**config.mk**
```make
export PLATFORM = sky130hd
export DESIGN_NAME = command_stream_encoder
export DESIGN_NICKNAME = d
export VERILOG_FILES = /design/src/rtl/command_stream_encoder.sv
export SDC_FILE = /design/constraint.sdc
export NUM_CORES = 1
export LEC_CHECK = 0
export BUFFER_PORTS_ARGS = -buffer_cell sky130_fd_sc_hd__buf_2
export CORE_MARGIN = 1.5
export CORE_UTILIZATION = 48
export CTS_CLUSTER_DIAMETER = 30
export CTS_CLUSTER_SIZE = 20
export DETAILED_ROUTE_END_ITERATION = 10
export PLACE_DENSITY = 0.82
export SYNTH_ARGS = -nofsm -noshare
export SYNTH_HDL_FRONTEND = slang
export SYNTH_SLANG_ARGS = --single-unit
```
**constraint.sdc**
```tcl
create_clock -name aclk -period 2.4 [get_ports aclk]
set_clock_uncertainty 0.15 [all_clocks]
set_input_delay 0 -clock aclk [delete_from_list [all_inputs] [get_ports aclk]]
set_output_delay 0 -clock aclk [all_outputs]
set_load 0.02 [all_outputs]
```
**src/rtl/command_stream_encoder.sv**
```systemverilog
// Command stream encoder: turns one high-level request at a time into
// rasterizer command words. Each request produces a header word, followed by
// either one config data word or a forwarded payload stream. The output goes
// through a single AXI-Stream register that allows back-to-back words.
module command_stream_encoder #(
  parameter int unsigned CMD_STREAM_WIDTH = 32,
  parameter int unsigned CNT_WIDTH        = 16
) (
  input  logic                        aclk,
  input  logic                        resetn,
  input  logic                        req_valid,
  output logic                        req_ready,
  input  logic [2:0]                  req_op,
  input  logic [3:0]                  req_fb_flags,
  input  logic [3:0]                  req_cfg_index,
  input  logic [15:0]                 req_cfg_data,
  input  logic [11:0]                 req_tri_words,
  input  logic [3:0]                  req_tex_size,
  input  logic [3:0]                  req_tex_mode,
  input  logic                        s_payload_axis_tvalid,
  output logic                        s_payload_axis_tready,
  input  logic                        s_payload_axis_tlast,
  input  logic [CMD_STREAM_WIDTH-1:0] s_payload_axis_tdata,
  output logic                        m_cmd_axis_tvalid,
  input  logic                        m_cmd_axis_tready,
  output logic                        m_cmd_axis_tlast,
  output logic [CMD_STREAM_WIDTH-1:0] m_cmd_axis_tdata,
  output logic                        busy,
  output logic                        err_len
);

  // Command word layout shared with the command parser.
  localparam int unsigned OP_POS                       = 28;
  localparam int unsigned OP_SIZE                      = 4;
  localparam int unsigned OP_IMM_SIZE                  = 24;
  localparam logic [3:0]  OP_NOP_STREAM                = 4'h0;
  localparam logic [3:0]  OP_RENDER_CONFIG             = 4'h1;
  localparam logic [3:0]  OP_FRAMEBUFFER               = 4'h2;
  localparam logic [3:0]  OP_TRIANGLE_STREAM           = 4'h3;
  localparam logic [3:0]  OP_TEXTURE_STREAM            = 4'h5;
  localparam int unsigned OP_FRAMEBUFFER_COMMIT_POS    = 0;
  localparam int unsigned OP_FRAMEBUFFER_MEMSET_POS    = 1;
  localparam int unsigned OP_FRAMEBUFFER_COLOR_SEL_POS = 4;
  localparam int unsigned OP_FRAMEBUFFER_DEPTH_SEL_POS = 5;
  localparam int unsigned TEXTURE_STREAM_SIZE_POS      = 0;
  localparam int unsigned TEXTURE_STREAM_MODE_POS      = 16;
  localparam logic [3:0]  TEX_SIZE_32                  = 4'd1;
  localparam logic [3:0]  TEX_SIZE_64                  = 4'd2;
  localparam logic [3:0]  TEX_SIZE_128                 = 4'd3;
  localparam logic [3:0]  TEX_SIZE_256                 = 4'd4;

  // Request opcodes on req_op.
  localparam logic [2:0] REQ_NOP      = 3'd0;
  localparam logic [2:0] REQ_FB       = 3'd1;
  localparam logic [2:0] REQ_CFG      = 3'd2;
  localparam logic [2:0] REQ_TRIANGLE = 3'd3;
  localparam logic [2:0] REQ_TEXTURE  = 3'd4;

  typedef enum logic [1:0] {StIdle, StHeader, StCfgData, StPayload} state_e;

  state_e                      state_q, state_d;
  logic [2:0]                  op_q;
  logic [3:0]                  fb_flags_q;
  logic [3:0]                  cfg_index_q;
  logic [15:0]                 cfg_data_q;
  logic [11:0]                 tri_words_q;
  logic [3:0]                  tex_size_q;
  logic [3:0]                  tex_mode_q;
  logic [CNT_WIDTH-1:0]        cnt_q, cnt_d;
  logic                        out_valid_q, out_valid_d;
  logic                        out_last_q, out_last_d;
  logic [CMD_STREAM_WIDTH-1:0] out_data_q, out_data_d;
  logic                        err_len_q, err_len_d;

  logic                        out_free;
  logic                        req_fire;
  logic                        beat;
  logic                        cnt_is_one;
  logic [CNT_WIDTH-1:0]        tex_words;
  logic [CMD_STREAM_WIDTH-1:0] header;
  logic                        header_last;

  // Output register can take a new word when empty or drained this cycle.
  assign out_free   = !out_valid_q || m_cmd_axis_tready;
  // Outputs that are combinational on state are forced low while reset is held.
  assign req_ready  = resetn && (state_q == StIdle) && !out_valid_q;
  assign req_fire   = req_valid && req_ready;
  assign s_payload_axis_tready = resetn && (state_q == StPayload) && out_free;
  assign beat       = s_payload_axis_tvalid && s_payload_axis_tready;
  assign cnt_is_one = (cnt_q == CNT_WIDTH'(1));

  assign m_cmd_axis_tvalid = out_valid_q;
  assign m_cmd_axis_tlast  = out_last_q;
  assign m_cmd_axis_tdata  = out_data_q;
  assign busy              = (state_q != StIdle);
  assign err_len           = err_len_q;

  // Texture payload length in words (two texels per word); 0 for unknown codes.
  always_comb begin
    tex_words = '0;
    case (tex_size_q)
      TEX_SIZE_32:  tex_words = CNT_WIDTH'(512);
      TEX_SIZE_64:  tex_words = CNT_WIDTH'(2048);
      TEX_SIZE_128: tex_words = CNT_WIDTH'(8192);
      TEX_SIZE_256: tex_words = CNT_WIDTH'(32768);
      default:      tex_words = '0;
    endcase
  end

  // Header word and whether it ends the command.
  always_comb begin
    header      = '0;
    header_last = 1'b1;
    case (op_q)
      REQ_FB: begin
        header[OP_POS +: OP_SIZE]            = OP_FRAMEBUFFER;
        header[OP_FRAMEBUFFER_COMMIT_POS]    = fb_flags_q[0];
        header[OP_FRAMEBUFFER_MEMSET_POS]    = fb_flags_q[1];
        header[OP_FRAMEBUFFER_COLOR_SEL_POS] = fb_flags_q[2];
        header[OP_FRAMEBUFFER_DEPTH_SEL_POS] = fb_flags_q[3];
      end
      REQ_CFG: begin
        header[OP_POS +: OP_SIZE] = OP_RENDER_CONFIG;
        header[3:0]               = cfg_index_q;
        header_last               = 1'b0;
      end
      REQ_TRIANGLE: begin
        header[OP_POS +: OP_SIZE] = OP_TRIANGLE_STREAM;
        header[0 +: OP_IMM_SIZE]  = OP_IMM_SIZE'({tri_words_q, 2'b00});
        header_last               = (tri_words_q == '0);
      end
      REQ_TEXTURE: begin
        header[OP_POS +: OP_SIZE]              = OP_TEXTURE_STREAM;
        header[TEXTURE_STREAM_MODE_POS +: 4]   = tex_mode_q;
        header[TEXTURE_STREAM_SIZE_POS +: 4]   = tex_size_q;
        header_last                            = (tex_words == '0);
      end
      default: header[OP_POS +: OP_SIZE] = OP_NOP_STREAM;
    endcase
  end

  // Next-state, output register and error flag.
  always_comb begin
    state_d     = state_q;
    cnt_d       = cnt_q;
    out_valid_d = out_valid_q && !m_cmd_axis_tready;
    out_last_d  = out_last_q;
    out_data_d  = out_data_q;
    err_len_d   = err_len_q;
    unique case (state_q)
      StIdle: begin
        // Reserved opcodes are accepted and dropped.
        if (req_fire && (req_op <= REQ_TEXTURE)) state_d = StHeader;
      end
      StHeader: begin
        if (out_free) begin
          out_valid_d = 1'b1;
          out_data_d  = header;
          out_last_d  = header_last;
          state_d     = StIdle;
          if (op_q == REQ_CFG) begin
            state_d = StCfgData;
          end else if ((op_q == REQ_TRIANGLE) && (tri_words_q != '0)) begin
            cnt_d   = CNT_WIDTH'(tri_words_q);
            state_d = StPayload;
          end else if (op_q == REQ_TEXTURE) begin
            if (tex_words != '0) begin
              cnt_d   = tex_words;
              state_d = StPayload;
            end else if (tex_size_q != '0) begin
              err_len_d = 1'b1;
            end
          end
        end
      end
      StCfgData: begin
        if (out_free) begin
          out_valid_d = 1'b1;
          out_data_d  = {{(CMD_STREAM_WIDTH - 16){1'b0}}, cfg_data_q};
          out_last_d  = 1'b1;
          state_d     = StIdle;
        end
      end
      StPayload: begin
        // Our counter, not the source tlast, decides where the command ends.
        if (beat) begin
          out_valid_d = 1'b1;
          out_data_d  = s_payload_axis_tdata;
          out_last_d  = cnt_is_one;
          cnt_d       = cnt_q - CNT_WIDTH'(1);
          if (s_payload_axis_tlast != cnt_is_one) err_len_d = 1'b1;
          if (cnt_is_one) state_d = StIdle;
        end
      end
      default: state_d = StIdle;
    endcase
  end

  // State, counter, output register and error flag with synchronous reset.
  always_ff @(posedge aclk) begin
    if (!resetn) begin
      state_q     <= StIdle;
      cnt_q       <= '0;
      out_valid_q <= 1'b0;
      out_last_q  <= 1'b0;
      out_data_q  <= '0;
      err_len_q   <= 1'b0;
    end else begin
      state_q     <= state_d;
      cnt_q       <= cnt_d;
      out_valid_q <= out_valid_d;
      out_last_q  <= out_last_d;
      out_data_q  <= out_data_d;
      err_len_q   <= err_len_d;
    end
  end

  // Request fields captured on acceptance.
  always_ff @(posedge aclk) begin
    if (!resetn) begin
      op_q        <= '0;
      fb_flags_q  <= '0;
      cfg_index_q <= '0;
      cfg_data_q  <= '0;
      tri_words_q <= '0;
      tex_size_q  <= '0;
      tex_mode_q  <= '0;
    end else if (req_fire) begin
      op_q        <= req_op;
      fb_flags_q  <= req_fb_flags;
      cfg_index_q <= req_cfg_index;
      cfg_data_q  <= req_cfg_data;
      tri_words_q <= req_tri_words;
      tex_size_q  <= req_tex_size;
      tex_mode_q  <= req_tex_mode;
    end
  end

endmodule

```
Yosys cells after proc, flatten, opt, wreduce, memory -nomap -nowiden:

Cells that the tools add are included.

* $add $sub $neg: 1
* magnitude comparators: 1
* eq/ne operators: 26
* multiplexer cells: 45
* reduce and logical (&&, ||, !) cells: 26

Operators with widths (number)
* 16-bit 2-to-1 mux: 6
* 32-bit 2-to-1 mux: 3
* 32-bit case mux with 3 select lines: 1
* 16-bit case mux with 4 select lines: 1
* 16-bit case mux with 2 select lines: 1
* 2-bit 2-to-1 mux: 9
* 2-bit inequality test, second input constant: 9
* 16-bit by 1-bit == test with 1-bit output, second input constant: 1
* 16-bit zero test: 1
* 16-bit nonzero test: 1
* 16-bit by 1-bit subtractor with 16-bit output, second input constant: 1
* 1-bit 2-to-1 mux: 13
* 12-bit zero test: 1
* 2-bit case mux with 3 select lines: 2
* 3-bit case mux with 4 select lines: 1
* 12-bit nonzero test: 1
* 1-bit logical AND: 9
* 9-bit AND reduction: 1
* 4-bit by 2-bit == test with 1-bit output, second input constant: 2
* 8-bit 2-to-1 mux: 1
* 2-bit case mux with 4 select lines: 1
* 3-bit by 2-bit == test with 1-bit output, second input constant: 2
* 3-bit inequality test, second input constant: 2
* 1-bit case mux with 3 select lines: 2
* 22 further kinds: 27

* register bits after elaboration: 100

Depth between registers and ports, before layout:

Gate-level depths: netlist of the first run.

* depth after elaboration: 9
* mapped depth: 9
* depth with buffers taken out: 7

Worst setup path after synthesis of the first run:

Ideal clock, no wire load.

* path kind: reg2reg
* from: register state_q[1]
* to: register cfg_data_q[15]
* setup time: 0.070 ns
* data arrival time: 2.122 ns
* setup slack: 0.058 ns
* cell stages (with the launch flop): 10
* buffers on the path: 3
* cells stage by stage: dfxtp_1 -> nor2_1 -> inv_1 -> nor3_1 -> and2_1 -> clkbuf_1 -> buf_2 -> buf_1 -> nand2_1 -> a21oi_1

* longest elaborated chain between the ends: 4

RTL lines
* start, declared: line 61 `state_e state_q, state_d;`
* start signal, assigned: line 202 `state_q <= StIdle;`
* start signal, assigned: line 209 `state_q <= state_d;`
* 2-bit zero test: line 86 `assign req_ready = resetn && (state_q == StIdle) && !out_valid_q;`
* 1-bit logical AND (2 in series): line 86
* named net req_ready: line 12 `output logic req_ready,`
* 1-bit logical AND: line 87 `assign req_fire = req_valid && req_ready;`
* end signal, assigned: line 232 `cfg_data_q <= req_cfg_data;`
* end, declared: line 65 `logic [15:0] cfg_data_q;`

The timed path passes the listed nets, and every way through them passes these cells.
A chain may end at the register's enable or synchronous reset.

Final worst setup path of the first run:

* from: register state_q[1]
* to: register out_data_q[28], in the netlist m_cmd_axis_tdata[28]

* longest elaborated chain between the ends: 6
* elaborated cells between the ends (all ways): 12
* those cells by class: eq/ne (6); mux (1); reduce/logical (5)

RTL lines
* 2-bit == test: line 88, 150
* 1-bit logical AND (2 in series): line 88 `assign s_payload_axis_tready = resetn && (state_q == StPayload) && out_free;`
* 1-bit logical AND: line 89 `assign beat = s_payload_axis_tvalid && s_payload_axis_tready;`
* 2-bit inequality test (no line)
* 4-bit AND reduction (no line)
* end signal, assigned: line 213 `out_data_q <= out_data_d;`
* end, declared: line 72 `logic [CMD_STREAM_WIDTH-1:0] out_data_q, out_data_d;`

Parallel ways exist; a longest one is shown, timed or not.

==> results.toml, run 1 <==
[grt]
antenna_found_initial = 1
grt_start_max_net_pins = 87
grt_pass1_wl_um = 26000
grt-ovfl-total = 0
gr-usage-all-layers_pct = 32.4
grt_pass1_vias = 5252

[critical_path]
r2r-start = "state_q[1]"
critPathBufInv = 4
critical_path.top_delay_family = "buffers and inverters"
critical_path.startpoint = "state_q[1]"
crit_fanout = 10
crit_arrival_ns = 2.53
worst-r2r-setup-slack_ns = 0.04
worst_path_max_delay_cell = "dlygate4sd3_1"
worst-setup-path-type = "reg -> reg"
worstPathRequired_ns = 2.57
rr_endpoint = "m_cmd_axis_tdata[28]"
cp-start-kind = "register"
r2r_cells = 7
cp-end-kind = "register"
max_stage_delay_ns = 0.55
worstPathCellList = "buf_4 > buf_4 > buf_4 > a21oi_1 > a21oi_1 > a21oi_1 > dlygate4sd3_1"

[route]
drt-initial-drc-count = 411
dr.pass1.iters = 5
drt-total-wl_um = 16800
drc = 0
vias_per_cell = 5.85
vias = 5481
wire_per_inst_um = 17.9
antenna_left = 0

[die]
pin_count = 123
die_h_um = 102
start_util_pct = 50.2
coreArea_um2 = 9330
rows = 35
die_area_um2 = 10400
die_w_um = 102

[synth]
synth_edf_count = 0
synthCells = 601
syn-num-nets = 688
async_reset_ff_share_pct = 0
synth_area_um2 = 4680
synth_seq_cells = 100
avgSynthCellArea_um2 = 7.79
yosysUniqueCellTypes = 56
ys_warn_count = 0
synth_top_flop_cell = "dfxtp_1"
yosysSeqAreaShare_pct = 42.7

[power]
switching_share_pct = 26.2
finalPower_mw = 3.45
seq_power_share_pct = 50.3
internal_power_mw = 2.54
p_per_area_nw_per_um2 = 518
p_clk_share_pct = 37.0
leakage_nw = 2.75
p_switching_mw = 0.904
comb_power_share_pct = 12.7
irDropWorstVdd_v = 0.000392

[layout]
fin_util_pct = 71.3
final_common_cell = "nand2_1"
layout_common_cells = "126 x nand2_1, 121 x buf_2, 100 x dfxtp_1"
drive_above_1_share_pct = 24.7
fin_nets = 889
area_growth_pct = 42.0

[hold_path]
hold_depth = 5
min_delay_worst_endpoint = "m_cmd_axis_tdata[11]"
hp-class = "in -> reg"
holdCritStartpoint = "s_payload_axis_tdata[11]"

[timing]
drv_slew = 0
tightest_slew_ns = 0.664
max_slew_margin_pct = 55.7
hold_viol = 0
setup_violations = 0
fmax_ghz = 0.424
period_share_pct = 98.2
rsz0062_at_grt = "true"
timing.hold.ws_ns = 0.0378
min_period_ns = 2.36

[status]
run_status = "complete, no violations"

[clocking]
cts_tree = "built"
cts_max_level = 3
clk_pin_slew_worst_paths_ns = 0.11
clkSinkCount = 100
cts.path.max_buffers = 2
clk-insertion-delay-late_ns = 0.37
cts_inserted_buffers = 9
cts_root_buf = "clkbuf_8"

[place]
hpwl_um = 10500
place_congestion = 0.874
port_buffers = 122

[job]
cap_viol_max_count = 0
## final cells by class
| cell class | count | area (um2) |
|---|---|---|
| Inverter | 5 | 18.8 |
| Fill cell | 715 | 2680 |
| Antenna cell | 1 | 2.50 |
| Clock buffer | 9 | 124 |
| Multi-Input combinational cell | 445 | 2490 |
| Sequential cell | 100 | 2000 |
| Clock inverter | 7 | 116 |
| Tap cell | 129 | 161 |
| Timing Repair Buffer | 241 | 1730 |
## sequential cells by signal (all words and copies together), names as in the netlist
signal and cells:
m_cmd_axis_tdata 32, cfg_data_q 16, cnt_q 16, tri_words_q 12
cfg_index_q 4, fb_flags_q 4, tex_mode_q 4, tex_size_q 4
op_q 3, state_q 2, err_len 1, m_cmd_axis_tlast 1
m_cmd_axis_tvalid 1
## cells by family after synthesis
logic type               share of synthesized area [%]
AND/OR/NAND/NOR                                   23.1
flip-flops                                        42.7
XOR/XNOR                                         0.748
multiplexers                                      4.19
buffers and inverters                             4.76
AO/OA/AOI/OAI                                     23.7
adder cells (fa/ha/maj)                          0.748
## worst max path at each step
stage / to / slack [ns] / depth (start not counted)
CTS: m_cmd_axis_tdata[28] / 0.03 / 6
finish: m_cmd_axis_tdata[28] / 0.04 / 7
global placement: cnt_q[8] / 0.15 / 6
global route: m_cmd_axis_tdata[28] / -0.01 / 7
detailed placement: cnt_q[8] / 0.11 / 6
floorplan: cfg_data_q[15] / 0.06 / 9
## power by group through the flow
stage	Combinational, mW	Clock [mW]	Sequential [mW]
after global placement	0.305	0	1.77
after CTS	0.416	1.27	1.73
final	0.437	1.27	1.73
after global routing	0.468	1.34	1.74
after floorplan	0.164	0	1.77
after detailed placement	0.314	0	1.77
## synth_stat cells (all sizes together), types with 3 or more instances
master	number	area, um2
nand3	11	55.1
or3	6	37.5
a31oi	8	50.1
nor2b	5	31.3
nand3b	3	22.5
and2	4	25.0
clkbuf	44	165
mux2	13	146
o21ai	23	115
nand2b	3	18.8
nor4	7	43.8
dfxtp	100	2000
a32o	4	40.0
o22ai	7	43.8
o31ai	3	22.5
inv	5	18.8
a221oi	10	87.6
nor2	31	116
buf	7	38.8
a22oi	20	150
nand4	3	18.8
nor3	27	135
mux2i	5	50.1
a21oi	84	420
a211oi	5	37.5
nand2	127	477
or4	3	26.3
## routing by layer
metal  GRT usage [%]  wire (um)  part of all wire, %  up-vias
li1                -          -                    -     2555
met1            41.0       6770                   40     2595
met2            54.1       8120                   48      276
met3            5.52       1200                  7.1       55
met4            14.4        686                  4.1        0
met5               0          0                    0        -
## worst register-to-register path, delay by kind of cell (launching register included)
kind            cells  cell delay, ns
compound gates      3            0.59
flops               1            0.45
buf+inv             4            1.13
## stage by stage
step                setup slack (ns)  TNS [ns]  instance area (um2)  cells
detailed placement             0.110         0                 5550    836
global placement               0.146         0                 5550    836
finish                        0.0432         0                 6650    937
CTS                           0.0291         0                 6620    935
floorplan                     0.0580         0                 4680    601
global route                 -0.0119   -0.0119                 6650    937
## repair_timing
item,4_1_cts,5_1_grt
hold buffers,83,1
gates resized for setup,0,7
buffers inserted,0,0
endpoints found under the hold margin,87,6
setup endpoints to repair,0,8
Power figures use the tool's default switching activity.
==> run 2: changes to the inputs <==
--- a/config.mk
+++ b/config.mk
@@ -12,6 +12,7 @@
 export CTS_CLUSTER_SIZE = 20
 export DETAILED_ROUTE_END_ITERATION = 10
 export PLACE_DENSITY = 0.82
+export SETUP_SLACK_MARGIN = 0.05
 export SYNTH_ARGS = -nofsm -noshare
 export SYNTH_HDL_FRONTEND = slang
 export SYNTH_SLANG_ARGS = --single-unit
==> results.toml, run 2 (synthesis gave the netlist of run 1 again) <==
[status]
run_status = "complete, no violations"

[critical_path]
worstPathCellList = "or3b_1 > or4_4 > a21boi_1 > buf_4 > nor2_1 > o311a_1"
crit_cells = 6
endpoint = "cnt_q[8]"
worst-r2r-setup-slack_ns = 0.08
worst-setup-path-type = "reg -> reg"
worst_path_max_delay_cell = "or4_4"
cp-start-kind = "register"
worstPathRequired_ns = 2.52
max_stage_delay_ns = 0.55
critPathBufInv = 1
crit_arrival_ns = 2.44
cp-end-kind = "register"
crit_fanout = 11
critical_path.startpoint = "op_q[2]"
rr_endpoint = "cnt_q[8]"
r2r-start = "op_q[2]"
r2r_cells = 6
critical_path.top_delay_family = "simple AND/OR/NAND/NOR gates"

[timing]
setup-tns-final_ns = 0
period_share_pct = 96.7
drv_slew = 0
setup_violations = 0
fmax_ghz = 0.431
max_slew_margin_pct = 56.1
setup_ws_ns = 0.0801
timing.hold.ws_ns = 0.0372
min_period_ns = 2.32
hold_viol = 0
rsz0062_at_grt = "true"
tightest_slew_ns = 0.659

[clocking]
clkSinkCount = 100
cts.path.max_buffers = 2
clk-insertion-delay-late_ns = 0.38
cts_max_level = 3
cts_inserted_buffers = 9
cts_root_buf = "clkbuf_8"
clk_pin_slew_worst_paths_ns = 0.11
cts_tree = "built"

[layout]
largest_reg_flops = 32
area_growth_pct = 41.8
final_area_um2 = 6640
fin_nets = 888
final_common_cell = "nand2_1"
layout_common_cells = "125 x nand2_1, 122 x buf_2, 100 x dfxtp_1"
fin_util_pct = 71.2
drive_above_1_share_pct = 24.8

[place]
place_ws_ns = 0.110
port_buffers = 122
place_area_um2 = 5550
hpwl_um = 10500
place_congestion = 0.874

[grt]
grt_pass1_vias = 5256
grt_start_max_net_pins = 87
gr-usage-all-layers_pct = 32.5
grt-ovfl-total = 0
antenna_found_initial = 1
grt_pass1_wl_um = 26000

[die]
start_util_pct = 50.2
die_w_um = 102
die_h_um = 102
die_area_um2 = 10400
rows = 35
coreArea_um2 = 9330
pin_count = 123

[power]
p_switching_mw = 0.905
switching_share_pct = 26.3
comb_power_share_pct = 12.7
irDropWorstVdd_v = 0.000392
internal_power_mw = 2.54
p_per_area_nw_per_um2 = 519
seq_power_share_pct = 50.3
p_clk_share_pct = 37.0
leakage_nw = 2.75

[route]
drt-initial-drc-count = 397
dr.pass1.iters = 5
vias_per_cell = 5.84
drc = 0
drt-total-wl_um = 16900
vias = 5462
wire_per_inst_um = 18.0
antenna_left = 0

[job]
cap_viol_max_count = 0

[hold_path]
hp-class = "in -> reg"
## run 2: cell types whose count changed in the layout (fill, tap and decap cells not counted)
cell	before	now
and2_1	2	3
and2_2	1	0
buf_2	121	122
buf_4	33	34
clkbuf_4	1	0
dlygate4sd3_1	84	82
nand2_1	126	125
nand2_2	1	2
nor2_1	30	31
nor2_2	1	0
nor4_1	6	5
nor4_2	1	2
## run 2: area by class of cell
| cell class | count | area (um2) |
|---|---|---|
| Timing Repair Buffer | 240 | 1720 |
| Fill cell | 719 | 2690 |
| Clock inverter | 7 | 116 |
| Antenna cell | 1 | 2.50 |
| Tap cell | 129 | 161 |
| Inverter | 5 | 18.8 |
| Multi-Input combinational cell | 445 | 2500 |
| Clock buffer | 9 | 124 |
| Sequential cell | 100 | 2000 |
## run 2: repair_timing
action                                  4_1_cts  5_1_grt
gates resized for setup                       0        6
hold buffers                                 81        1
endpoints found under the setup margin        0       23
setup buffers                                 0        1
endpoints found under the hold margin        87        6
## run 2: per-stage QoR
| step | total power, mW | instances |
|---|---|---|
| 5_1_grt | 3.55 | 936 |
| 3_5_place_dp | 2.08 | 836 |
| 3_3_place_gp | 2.07 | 836 |
| 6_report | 3.45 | 936 |
| 2_1_floorplan | 1.93 | 601 |
| 4_1_cts | 3.42 | 933 |
## run 2: worst register-to-register path, cell delays in order, from the launching register on
cell and delay, ns:
dfxtp_1 0.35, or3b_1 0.40, or4_4 0.55, a21boi_1 0.16
buf_4 0.19, nor2_1 0.08, o311a_1 0.35
## run 2: power by group through the flow
| stage | clock (mW) | sequential [mW] | combinational (mW) |
|---|---|---|---|
| 6_report | 1.28 | 1.73 | 0.437 |
| 5_1_grt | 1.35 | 1.74 | 0.468 |
| 4_1_cts | 1.27 | 1.73 | 0.415 |
| 3_5_place_dp | 0 | 1.77 | 0.314 |
| 3_3_place_gp | 0 | 1.77 | 0.305 |
| 2_1_floorplan | 0 | 1.77 | 0.164 |
## run 2: metal layers
layer | vias up | share of wire [%] | wire length, um | track usage [%]
met2 | 317 | 48 | 8100 | 54.1
met4 | 0 | 4.7 | 800 | 15.2
met1 | 2532 | 39 | 6510 | 40.8
met5 | - | 0 | 0 | 0
met3 | 70 | 8.7 | 1470 | 5.73
li1 | 2543 | - | - | -
## run 2: how the worst min path moves through the flow
stage | slack (ns) | to | from | cells past startpoint
2_1_floorplan | -0.01 | cfg_data_q[12] | req_cfg_data[12] | 2
3_3_place_gp | 0.09 | m_cmd_axis_tdata[20] | s_payload_axis_tdata[20] | 3
3_5_place_dp | 0.1 | m_cmd_axis_tdata[27] | s_payload_axis_tdata[27] | 3
4_1_cts | 0.006 | m_cmd_axis_tdata[11] | s_payload_axis_tdata[11] | 5
5_1_grt | 0.08 | m_cmd_axis_tdata[11] | s_payload_axis_tdata[11] | 5
6_report | 0.04 | m_cmd_axis_tdata[11] | s_payload_axis_tdata[11] | 5
==> run 3: changes to the inputs <==
--- a/config.mk
+++ b/config.mk
@@ -6,12 +6,13 @@
 export NUM_CORES = 1
 export LEC_CHECK = 0
 export BUFFER_PORTS_ARGS = -buffer_cell sky130_fd_sc_hd__buf_2
-export CORE_MARGIN = 1.5
-export CORE_UTILIZATION = 48
+export CORE_MARGIN = 2
+export CORE_UTILIZATION = 53
 export CTS_CLUSTER_DIAMETER = 30
 export CTS_CLUSTER_SIZE = 20
 export DETAILED_ROUTE_END_ITERATION = 10
-export PLACE_DENSITY = 0.82
+export HOLD_SLACK_MARGIN = 0.03
+export PLACE_DENSITY = 0.85
 export SETUP_SLACK_MARGIN = 0.05
 export SYNTH_ARGS = -nofsm -noshare
 export SYNTH_HDL_FRONTEND = slang
==> constraint.sdc (replaced) <==
create_clock -name aclk -period 2.3 [get_ports aclk]
set_clock_uncertainty 0.15 [all_clocks]
set_input_delay 0 -clock aclk [delete_from_list [all_inputs] [get_ports aclk]]
set_output_delay 0 -clock aclk [all_outputs]
set_load 0.02 [all_outputs]
==> results.toml, run 3 (synthesis gave the netlist of run 1 again) <==
[hold_path]
hp-class = "in -> reg"
hold_depth = 4
holdCritStartpoint = "s_payload_axis_tvalid"
min_delay_worst_endpoint = "state_q[1]"

[power]
finalPower_mw = 3.36
irDropWorstVdd_v = 0.000392
p_per_area_nw_per_um2 = 512
leakage_nw = 2.71

[grt]
antenna_found_initial = 1
grt-ovfl-total = 0
grt_pass1_wl_um = 28000
gr-usage-all-layers_pct = 36.4
use_met1_pct = 42.6
use_met3_pct = 10.4
busiest_layer = "met2"
grt_start_max_net_pins = 87
grt_pass1_vias = 5485
grt_use_met2_pct = 61.3

[die]
start_util_pct = 54.2
die_w_um = 98
die_area_um2 = 9600
die_h_um = 98
coreArea_um2 = 8640
pin_count = 123
rows = 34

[clocking]
clk_pin_slew_worst_paths_ns = 0.10
clkSinkCount = 100
cts_root_buf = "clkbuf_8"
cts_tree = "built"
cts_max_level = 3
cts_inserted_buffers = 9
clk-insertion-delay-late_ns = 0.36
cts.path.max_buffers = 2

[timing]
period_share_pct = 99.5
tightest_slew_ns = 0.667
min_period_ns = 2.29
max_slew_margin_pct = 55.5
setup_violations = 0
drv_slew = 0
setup-tns-final_ns = 0
fmax_ghz = 0.437
hold_viol = 0
rsz0062_at_grt = "false"

[critical_path]
critical_path.top_delay_family = "simple AND/OR/NAND/NOR gates"
crit_arrival_ns = 2.39
r2r_cells = 5
worstPathCellList = "nor4_1 > a31oi_1 > nor3_1 > a211oi_1 > o32ai_1"
max_stage_delay_ns = 0.55
worstPathRequired_ns = 2.40
crit_fanout = 4
critPathBufInv = 0
rr_endpoint = "cnt_q[11]"
worst-r2r-setup-slack_ns = 0.01
cp-end-kind = "register"
cp-start-kind = "register"
worst_path_max_delay_cell = "nor4_1"
worst-setup-path-type = "reg -> reg"
r2r-start = "tri_words_q[7]"

[place]
hpwl_um = 10200
place_congestion = 0.891
dp.cells = 811
port_buffers = 122

[layout]
layout_common_cells = "126 x nand2_1, 122 x buf_2, 99 x dfxtp_1"
drive_above_1_share_pct = 24.8
fin_nets = 885
area_growth_pct = 40.4
largest_reg_flops = 32
diodes = 0
final_common_cell = "nand2_1"
fin_util_pct = 76.1
fin_cells = 911

[route]
vias = 5670
dr.pass1.iters = 5
drt-total-wl_um = 17900
drc = 0
vias_per_cell = 6.22
drt-initial-drc-count = 677
wire_per_inst_um = 19.7
antenna_left = 0

[job]
cap_viol_max_count = 0

[status]
run_status = "complete, no violations"
## run 3: metal layers
layer	wire length (um)	vias up
li1	-	2541
met1	6560	2582
met2	8520	447
met3	1860	98
met4	973	2
met5	7	-
## run 3: area by class of cell
class	instances	area, um2
clock buffer	11	141
clock inverter	5	41.3
multi-input combinational	445	2520
fill	576	2060
inverter	5	18.8
timing repair buffer	237	1710
tap	108	135
sequential	100	2000
## run 3: worst max-delay path by stage
stage | start | endpoint | slack, ns | cells after the start
global route | tri_words_q[7] | cnt_q[11] | 0.05 | 5
detailed placement | op_q[2] | cnt_q[4] | -0.03 | 5
finish | tri_words_q[7] | cnt_q[11] | 0.01 | 5
floorplan | op_q[2] | cnt_q[8] | 0.06 | 6
CTS | op_q[0] | cnt_q[5] | 0.05 | 6
global placement | op_q[2] | cnt_q[0] | 0.04 | 5
## run 3: timing repair
item                                    CTS  global route
resized for setup                         3             6
hold buffers                             83             0
pin swaps                                 0             2
endpoints found under the setup margin   10            14
hold endpoints to repair                 92             0
setup buffers                             1             0
## run 3: worst reg2reg max path, stage by stage, from the launching register on
cell and delay (ns):
dfxtp_1 0.36, nor4_1 0.55, a31oi_1 0.32, nor3_1 0.32
a211oi_1 0.13, o32ai_1 0.35
## run 3: per-stage QoR
step	hold slack (ns)	setup WS [ns]	instance area [um2]
after global routing	0.151	0.0540	6580
after CTS	0.0765	0.0517	6540
after detailed placement	0.0948	-0.0311	5510
final	0.0943	0.0114	6580
after floorplan	-0.0216	0.0586	4700
after global placement	0.0846	0.0433	5510
## run 3: where the power goes
group | switching (mW) | internal [mW]
registers | 0.0376 | 1.78
logic | 0.231 | 0.235
clock network | 0.648 | 0.438
